==> src/rtl/pad_ai_if.sv <==
// Ball-logic <-> paddle AI link.
// The ball logic (master) publishes the motion strobe, game state and ball
// position. The AI controller (slave) returns the right paddle position.
interface pad_ai_if;
    logic        timing_tick;
    logic [1:0]  state;
    logic [10:0] x_ball;
    logic [9:0]  y_ball;
    logic [9:0]  y_pad_right;
    logic        pad_moving;

    modport master (
        output timing_tick, state, x_ball, y_ball,
        input  y_pad_right, pad_moving
    );

    modport slave (
        input  timing_tick, state, x_ball, y_ball,
        output y_pad_right, pad_moving
    );
endinterface

==> src/rtl/pad_ai_controller.sv <==
// pad_ai_controller: computer opponent driving the right paddle.
// Tracks the ball at a bounded speed, after a reaction delay and with a dead
// zone, so that it can be beaten. Everything advances on timing_tick, except
// that leaving the play state recentres the paddle on the very next clock.
// Optional feature: define AI_MISS_EN to add an LFSR that occasionally makes
// the paddle aim a full paddle height away from the ball for a whole rally.
module pad_ai_controller #(
    parameter int         VER_PIXELS  = 768,
    parameter int         PAD_HEIGHT  = 145,
    parameter int         BALL_SIZE   = 15,
    parameter int         PAD_SPEED   = 2,
    parameter int         DEAD_ZONE   = 4,
    parameter int         REACT_X     = 512,
    parameter int         REACT_DELAY = 8,
    parameter logic [1:0] PLAY_STATE  = 2'b01
) (
    input  logic     clk,
    input  logic     rst,
    pad_ai_if.slave  pif
);

    localparam logic signed [11:0] Y_MAX      = 12'(VER_PIXELS - PAD_HEIGHT);
    localparam logic signed [11:0] Y_CENTRE   = 12'((VER_PIXELS - PAD_HEIGHT) / 2);
    localparam logic [9:0]         Y_CENTRE_P = 10'((VER_PIXELS - PAD_HEIGHT) / 2);
    localparam logic signed [11:0] AIM_OFS    = 12'(BALL_SIZE / 2 - PAD_HEIGHT / 2);
    localparam logic signed [11:0] MISS_OFS   = 12'(PAD_HEIGHT);
    localparam logic signed [11:0] DZ         = 12'(DEAD_ZONE);
    localparam logic signed [11:0] SPD        = 12'(PAD_SPEED);
    localparam logic [10:0]        REACT_XV   = 11'(REACT_X);
    localparam logic [9:0]         HALF_SCR   = 10'(VER_PIXELS / 2);
    localparam logic [7:0]         DELAY_LOAD = 8'(REACT_DELAY);

    typedef enum logic [1:0] {S_IDLE, S_RETURN, S_REACT, S_TRACK} fsm_t;

    fsm_t               fsm_q, fsm_d;
    logic [9:0]         y_q, y_d;
    logic               moving_q, moving_d;
    logic [7:0]         cnt_q, cnt_d;
    logic [10:0]        x_prev_q;
    logic               miss_q, miss_d;
    logic               miss_hit;
    logic               load;
    logic               ball_right;
    logic               in_zone;
    logic signed [11:0] miss_ofs;
    logic signed [11:0] ball_tgt;
    logic [10:0]        centre_step;
    logic [10:0]        ball_step;

    function automatic logic signed [11:0] clamp_y(input logic signed [11:0] v);
        if (v < 12'sd0)
            return 12'sd0;
        else if (v > Y_MAX)
            return Y_MAX;
        return v;
    endfunction

    // Returns {moved, new_y}: one bounded step toward tgt, never overshooting.
    function automatic logic [10:0] step_toward(input logic signed [11:0] tgt,
                                                input logic [9:0] cur);
        logic signed [11:0] cur_s;
        logic signed [11:0] diff;
        logic signed [11:0] mag;
        logic signed [11:0] step;
        logic signed [11:0] res;
        cur_s = $signed({2'b00, cur});
        diff  = tgt - cur_s;
        mag   = (diff < 12'sd0) ? -diff : diff;
        if (mag <= DZ)
            return {1'b0, cur};
        step = (mag < SPD) ? mag : SPD;
        res  = clamp_y((diff < 12'sd0) ? (cur_s - step) : (cur_s + step));
        return {1'b1, res[9:0]};
    endfunction

    assign ball_right  = pif.x_ball > x_prev_q;
    assign in_zone     = pif.x_ball >= REACT_XV;
    assign miss_ofs    = !miss_q ? 12'sd0 :
                         (pif.y_ball < HALF_SCR) ? MISS_OFS : -MISS_OFS;
    assign ball_tgt    = clamp_y($signed({2'b00, pif.y_ball}) + AIM_OFS + miss_ofs);
    assign centre_step = step_toward(Y_CENTRE, y_q);
    assign ball_step   = step_toward(ball_tgt, y_q);

`ifdef AI_MISS_EN
    logic [7:0] lfsr_q;

    assign miss_hit = (lfsr_q[1:0] == 2'b00);

    // Free-running Fibonacci LFSR (taps 8,6,5,4), stepped once per tick in play.
    always_ff @(posedge clk or negedge rst) begin
        if (!rst)
            lfsr_q <= 8'hA5;
        else if (pif.timing_tick && pif.state == PLAY_STATE)
            lfsr_q <= {lfsr_q[6:0], lfsr_q[7] ^ lfsr_q[5] ^ lfsr_q[4] ^ lfsr_q[3]};
    end
`else
    assign miss_hit = 1'b0;
`endif

    // Next-state and paddle update; leaving play overrides everything, any cycle.
    always_comb begin
        fsm_d    = fsm_q;
        y_d      = y_q;
        moving_d = moving_q;
        cnt_d    = cnt_q;
        miss_d   = miss_q;
        load     = 1'b0;
        if (pif.state != PLAY_STATE) begin
            load     = 1'b1;
            fsm_d    = S_IDLE;
            y_d      = Y_CENTRE_P;
            moving_d = 1'b0;
            miss_d   = 1'b0;
        end else if (pif.timing_tick) begin
            load = 1'b1;
            case (fsm_q)
                S_IDLE: begin
                    fsm_d    = S_RETURN;
                    y_d      = Y_CENTRE_P;
                    moving_d = 1'b0;
                    miss_d   = 1'b0;
                end
                S_RETURN: begin
                    {moving_d, y_d} = centre_step;
                    if (ball_right && in_zone) begin
                        cnt_d  = DELAY_LOAD;
                        fsm_d  = (REACT_DELAY == 0) ? S_TRACK : S_REACT;
                        miss_d = miss_hit;
                    end
                end
                S_REACT: begin
                    moving_d = 1'b0;
                    if (!ball_right) begin
                        fsm_d  = S_RETURN;
                        miss_d = 1'b0;
                    end else begin
                        cnt_d = cnt_q - 8'd1;
                        if (cnt_q <= 8'd1)
                            fsm_d = S_TRACK;
                    end
                end
                S_TRACK: begin
                    if (!ball_right || !in_zone) begin
                        fsm_d           = S_RETURN;
                        miss_d          = 1'b0;
                        {moving_d, y_d} = centre_step;
                    end else begin
                        {moving_d, y_d} = ball_step;
                    end
                end
                default: fsm_d = S_IDLE;
            endcase
        end
    end

    // State register; x_prev follows the ball on every tick whatever the state.
    always_ff @(posedge clk or negedge rst) begin
        if (!rst) begin
            fsm_q    <= S_IDLE;
            y_q      <= Y_CENTRE_P;
            moving_q <= 1'b0;
            cnt_q    <= 8'd0;
            miss_q   <= 1'b0;
            x_prev_q <= 11'd0;
        end else begin
            if (pif.timing_tick)
                x_prev_q <= pif.x_ball;
            if (load) begin
                fsm_q    <= fsm_d;
                y_q      <= y_d;
                moving_q <= moving_d;
                cnt_q    <= cnt_d;
                miss_q   <= miss_d;
            end
        end
    end

    assign pif.y_pad_right = y_q;
    assign pif.pad_moving  = moving_q;

endmodule
==> src/flat_wrapper.sv <==
// flat-port wrapper written by rule: the top's interface ports become plain ports
module pad_ai_controller_flat 
#(
    parameter int         VER_PIXELS  = 768,
    parameter int         PAD_HEIGHT  = 145,
    parameter int         BALL_SIZE   = 15,
    parameter int         PAD_SPEED   = 2,
    parameter int         DEAD_ZONE   = 4,
    parameter int         REACT_X     = 512,
    parameter int         REACT_DELAY = 8,
    parameter logic [1:0] PLAY_STATE  = 2'b01
)
  (clk, rst, pif_timing_tick, pif_state, pif_x_ball, pif_y_ball, pif_y_pad_right, pif_pad_moving);
  pad_ai_if pif_i ();
  input  logic clk;
  input  logic rst;
  input wire logic [$bits(pif_i.timing_tick)-1:0] pif_timing_tick;
  input wire logic [$bits(pif_i.state)-1:0] pif_state;
  input wire logic [$bits(pif_i.x_ball)-1:0] pif_x_ball;
  input wire logic [$bits(pif_i.y_ball)-1:0] pif_y_ball;
  output wire logic [$bits(pif_i.y_pad_right)-1:0] pif_y_pad_right;
  output wire logic [$bits(pif_i.pad_moving)-1:0] pif_pad_moving;
  assign pif_i.timing_tick = pif_timing_tick;
  assign pif_i.state = pif_state;
  assign pif_i.x_ball = pif_x_ball;
  assign pif_i.y_ball = pif_y_ball;
  assign pif_y_pad_right = pif_i.y_pad_right;
  assign pif_pad_moving = pif_i.pad_moving;
  pad_ai_controller #(.VER_PIXELS(VER_PIXELS), .PAD_HEIGHT(PAD_HEIGHT), .BALL_SIZE(BALL_SIZE), .PAD_SPEED(PAD_SPEED), .DEAD_ZONE(DEAD_ZONE), .REACT_X(REACT_X), .REACT_DELAY(REACT_DELAY), .PLAY_STATE(PLAY_STATE)) u_core (.clk(clk), .rst(rst), .pif(pif_i));
endmodule
==> config.mk <==
export PLATFORM = sky130hd
export DESIGN_NAME = pad_ai_controller_flat
export DESIGN_NICKNAME = d
export VERILOG_FILES = /design/src/rtl/pad_ai_if.sv /design/src/rtl/pad_ai_controller.sv /design/src/flat_wrapper.sv
export SDC_FILE = /design/constraint.sdc
export NUM_CORES = 1
export LEC_CHECK = 0
export ABC_AREA = 1
export CAP_MARGIN = 20
export CORE_UTILIZATION = 25
export DETAILED_ROUTE_END_ITERATION = 6
export PLACE_DENSITY_LB_ADDON = 0.3
export REMOVE_ABC_BUFFERS = 1
export SETUP_SLACK_MARGIN = 0.3
export SLEW_MARGIN = 25
export SYNTH_ARGS = -nofsm -noshare
export SYNTH_HDL_FRONTEND = slang
export SYNTH_SLANG_ARGS = --single-unit
==> constraint.sdc <==
create_clock -name clk -period 7.3 [get_ports clk]
set_clock_uncertainty 0.15 [all_clocks]
set_input_delay 1.46 -clock clk [delete_from_list [all_inputs] [get_ports clk]]
set_output_delay 1.46 -clock clk [all_outputs]
set_load 0.1 [all_outputs]
==> impl_metrics.tcl, run 1 <==
set metrics [dict create \
    synthArstFlopShare_pct 100 \
    finalSetupViolCount 10 \
    crit_family "buffers and inverters" \
    setup_ws_ns -0.579 \
    portBuffers 36 \
    cts_sinks 32 \
    die-area_um2 22600 \
    ys_seq_elements 32 \
    area_growth_pct 53.5 \
    path_common_cell "buf_4" \
    synth.most_common_cell "nand2_1" \
    grt_overflow 0 \
    worst_ep_arrival_time_ns 7.95 \
    clk_path_buf_depth 2 \
    synth_edf_count 0 \
    critPathSlowestCell "fa_2" \
    clock-root-buffer "clkbuf_16" \
    die_w_um 150 \
    synth_top_family_by_area "simple AND/OR/NAND/NOR gates" \
    clk_pin_slew_ns 0.05 \
    post-route-drc-count 0 \
    synth_xor_area_share_pct 6.67 \
    diodes 0 \
    end_kind "flip-flop" \
    ios 37 \
    yosysWarnings 0 \
    fillerInstances 2190 \
    period_minus_slack_ns 7.88 \
    slew_headroom_pct 33.7 \
    synthTopCellsByArea "nand2_1, ha_1, dfrtp_1, inv_1, nand3_1" \
    die_h_um 150 \
    failed_checks "negative setup slack" \
    first_pass_iters 4 \
    hold_class "flip-flop to flip-flop" \
    layout-drive-gt1-share_pct 33.6 \
    clk_latency_ns 0.28 \
    initial_core_util_pct 25.9 \
    hold_viol_final 0 \
    synth_top_cell_by_area "nand2_1" \
    worst_ep_required_time_ns 7.37 \
    dp_hpwl_mm 12.6 \
    viasPerCell 4.45 \
    rsz0062_at_grt "true" \
    ys_seq_area_share_pct 14.7 \
    layout.nets 1225 \
    criticalPathCategory "input port to flip-flop" \
    synth_compound_area_share_pct 12.8 \
    wl_mm 16.6 \
    grt_use_total_pct 14.8 \
    tightest_slew_ns 0.992 \
    status "finished with violations" \
    netlist_top_cells_count "nand2_1, inv_1, nor2_1" \
    core_area_um2 21300 \
    place_congestion 0.823 \
    wire_per_inst_um 11.7 \
    critPathBufInv 25 \
    cts_made_buffers 5 \
    htree_levels 2 \
    drt-initial-drc-count 208 \
    grt_max_degree 33 \
    final_min_period_over_clock_period_pct 108 \
    cts_tree "done" \
    max_stage_delay_ns 0.38 \
    placed_area_um2 7110 \
    synth_flop_cell "dfrtp_1" \
    synth_cell_type_count 50 \
    drtAntennaViolNets 0 \
    grt_pass1_wl_mm 27.2 \
    crit_fanout 5 \
    max-cap-violations 0 \
    slew_violations 0 \
    vias 6312 \
    first_global_vias 5961 \
    synth_fa_ha_area_share_pct 13.6 \
    syn_avg_cell_area_um2 5.98 \
    synth_top_cell_area_share_pct 18.0 \
    syn_inst 922 \
    reg2reg_slack_ns 1.24 \
    num_rows 53 \
    antenna_found_initial 0 \
    synth_area_um2 5510 \
    startpoint_type "input port" \
    final_area_um2 8460 \
    clock.fmax_mhz 127 \
    synth_mux_area_share_pct 0 \
    synthSimpleGateAreaFrac_pct 39.9 \
]
what timing repair did:
item / 4_1_cts / 5_1_grt
hold buffers: 0 / 0
endpoints found under the setup margin: 10 / 10
gates resized for setup: 91 / 121
buffers inserted: 37 / 19
pin swaps: 55 / 69
gates cloned: 0 / 1
sequential cells by signal (all words and copies together) (netlist names):
name / flops
u_core.fsm_q: 2
u_core.x_prev_q: 11
u_core.pif.y_pad_right: 10
u_core.pif.pad_moving: 1
u_core.cnt_q: 8
final timing paths:
check	start	end	depth (start not counted)
min	u_core.cnt_q[1]	u_core.cnt_q[1]	2
max in group asynchronous	rst	u_core.pif.y_pad_right[1]	2
min reg2reg	u_core.cnt_q[1]	u_core.cnt_q[1]	2
max	pif_y_ball[3]	u_core.pif.y_pad_right[7]	56
min in group asynchronous	rst	u_core.cnt_q[6]	2
max reg2reg	u_core.pif.y_pad_right[5]	u_core.pif.y_pad_right[7]	42
cell families after synthesis:
kind of cell | Yosys count
compound gates | 124
xor+xnor | 42
fa+ha+maj | 58
buf+inv | 171
flops | 32
other cells | 1
simple gates | 494
routing by layer:
| metal | vias up | global-route usage [%] | share of wire (%) |
|---|---|---|---|
| met1 | 2858 | 18.9 | 46 |
| li1 | 3386 | - | - |
| met3 | 18 | 1.24 | 2.4 |
| met4 | 0 | 3.28 | 1.6 |
| met2 | 50 | 26.8 | 50 |
| met5 | - | 0 | 0 |
through the flow:
| stage | std cells | setup WS, ns | setup TNS, ns | util [%] | hold WS (ns) |
|---|---|---|---|---|---|
| 5_1_grt | 1417 | -0.972 | -9.29 | 39.7 | 0.379 |
| 4_1_cts | 1397 | -0.549 | -5.07 | 36.6 | 0.333 |
| 6_report | 1417 | -0.579 | -5.43 | 39.7 | 0.328 |
| 3_5_place_dp | 1352 | -1.62 | -15.69 | 33.4 | 0.319 |
| 3_3_place_gp | 1352 | -1.50 | -14.64 | 33.4 | 0.320 |
| 2_1_floorplan | 913 | -0.787 | -7.27 | - | 0.302 |
layout by cell type (no fill, tap or decap), types with 19 or more instances in the layout:
cell type	instances
o21ai_0	28
buf_4	177
ha_1	44
nand2_2	50
clkdlybuf4s50_1	29
nor2_1	66
nand2_1	222
nand3_1	51
a21oi_1	42
inv_2	19
dfrtp_1	26
inv_1	137
xor2_1	25
worst reg2reg max path: cells and delay by family, from the launching register on:
family        cells  cell delay (ns)
fa+ha+maj         1             0.40
buf+inv          21             2.59
flops             1             0.70
simple gates     20             2.15
cell type report:
| cell class | count | area [µm²] | share of cell area [%] |
|---|---|---|---|
| clock buffers | 6 | 129 | 1.52 |
| clock inverters | 2 | 35.0 | 0.414 |
| inverters | 161 | 613 | 7.25 |
| multi-input cells | 720 | 4730 | 55.9 |
| flip-flops and latches | 32 | 808 | 9.56 |
| well taps | 275 | 344 | 4.07 |
| repair buffers | 221 | 1800 | 21.3 |
Power of run 1 is not shown: default switching activity piles up to over one toggle a cycle in this logic, so the estimate is an artifact.
==> run 2: changes to the inputs <==
--- a/config.mk
+++ b/config.mk
@@ -11,7 +11,7 @@
 export DETAILED_ROUTE_END_ITERATION = 6
 export PLACE_DENSITY_LB_ADDON = 0.3
 export REMOVE_ABC_BUFFERS = 1
-export SETUP_SLACK_MARGIN = 0.3
+export SETUP_SLACK_MARGIN = 0.1
 export SLEW_MARGIN = 25
 export SYNTH_ARGS = -nofsm -noshare
 export SYNTH_HDL_FRONTEND = slang
==> impl_metrics.tcl, run 2 (synthesized netlist as in run 1, its figures left out) <==
set metrics [dict create \
    final_common_cell "nand2_1" \
    fillerInstances 2190 \
    core_area_um2 21300 \
    clock-root-buffer "clkbuf_16" \
    hold_viol_final 0 \
    num_rows 53 \
    slew_headroom_pct 33.7 \
    maxUsedRoutingLayer "met4" \
    dp_hpwl_mm 12.6 \
    first_global_vias 5961 \
    finalSetupViolCount 10 \
    end_kind "flip-flop" \
    mostFrequentLayoutCells "nand2_1, buf_4, inv_1" \
    drtAntennaViolNets 0 \
    rsz0062_at_grt "true" \
    worst_ep_arrival_time_ns 7.95 \
    critPathSlowestCell "fa_2" \
    vias 6312 \
    largest_reg_flops 11 \
    viasPerCell 4.45 \
    clk_pin_slew_ns 0.05 \
    critPathBufInv 25 \
    cts_tree "done" \
    final_area_um2 8460 \
    top_register "u_core.x_prev_q" \
    clk_latency_ns 0.28 \
    max-cap-violations 0 \
    place_ws_ns -1.62 \
    placed_area_um2 7110 \
    post-route-drc-count 0 \
    initial_core_util_pct 25.9 \
    wl_mm 16.6 \
    cts_made_buffers 5 \
    hold_class "flip-flop to flip-flop" \
    grt_pass1_wl_mm 27.2 \
    die_h_um 150 \
    portBuffers 36 \
    die-area_um2 22600 \
    setup-tns-final_ns -5.43 \
    tightest_slew_ns 0.992 \
    dr_wl_met3_um 392 \
    diodes 0 \
    antenna_found_initial 0 \
    worst_ep_required_time_ns 7.37 \
    path_common_cell "buf_4" \
    grt_max_degree 33 \
    cts.hold.buffers_added 0 \
    first_pass_iters 4 \
    final_min_period_over_clock_period_pct 108 \
    place_congestion 0.823 \
    ios 37 \
    clk_path_buf_depth 2 \
    slew_violations 0 \
    dr_wl_met2_mm 8.28 \
    criticalPathCategory "input port to flip-flop" \
    cts_sinks 32 \
    status "finished with violations" \
    setup_ws_ns -0.579 \
    startpoint_type "input port" \
    clock.fmax_mhz 127 \
    layout.nets 1225 \
    period_minus_slack_ns 7.88 \
    htree_levels 2 \
    area_growth_pct 53.5 \
    die_w_um 150 \
    grt_overflow 0 \
    grt_use_total_pct 14.8 \
    holdWs_ns 0.328 \
    m1WireLength_mm 7.64 \
    crit_family "buffers and inverters" \
    layout-drive-gt1-share_pct 33.6 \
    wire_per_inst_um 11.7 \
    max_stage_delay_ns 0.38 \
    crit_fanout 5 \
    drt-initial-drc-count 208 \
    failed_checks "negative setup slack" \
]
==> run 2: final timing paths <==
kind | start | to | slack, ns | cells past startpoint
setup reg to reg | u_core.pif.y_pad_right[5] | u_core.pif.y_pad_right[7] | 1.24 | 42
setup / recovery | pif_y_ball[3] | u_core.pif.y_pad_right[7] | -0.58 | 56
max in group asynchronous | rst | u_core.pif.y_pad_right[1] | 5.23 | 2
hold reg to reg | u_core.cnt_q[1] | u_core.cnt_q[1] | 0.33 | 2
hold / removal | u_core.cnt_q[1] | u_core.cnt_q[1] | 0.33 | 2
min in group asynchronous | rst | u_core.cnt_q[6] | 1.43 | 2
==> run 2: cell type report <==
| type | count | area, µm² | area share [%] |
|---|---|---|---|
| inverter | 161 | 613 | 7.25 |
| sequential | 32 | 808 | 9.56 |
| clock buffer | 6 | 129 | 1.52 |
| clock inverter | 2 | 35.0 | 0.414 |
| timing repair buffer | 221 | 1800 | 21.3 |
| tap | 275 | 344 | 4.07 |
| multi-input combinational | 720 | 4730 | 55.9 |
==> run 2: tightest hold or removal path: stages, from the launching register on <==
cell and delay (ns):
dfrtp_1 0.34, nand2_1 0.05, o31ai_1 0.05
==> run 2: routing by layer <==
| metal | vias to the layer above | GRT usage [%] |
|---|---|---|
| met5 | - | 0 |
| met4 | 0 | 3.28 |
| met3 | 18 | 1.24 |
| met2 | 50 | 26.8 |
| met1 | 2858 | 18.9 |
| li1 | 3386 | - |
==> run 2: what timing repair did <==
item                                   4_1_cts  5_1_grt
endpoints found under the hold margin        0        0
setup endpoints to repair                   10       10
pin swaps                                   55       69
resized for setup                           91      121
gates cloned                                 0        1
setup buffers                               37       19
==> run 2: metrics by stage <==
step                util (%)  std cells
detailed placement      33.4       1352
global placement        33.4       1352
finish                  39.7       1417
global route            39.7       1417
CTS                     36.6       1397
floorplan                  -        913
Power of run 2 is left out for the same reason.
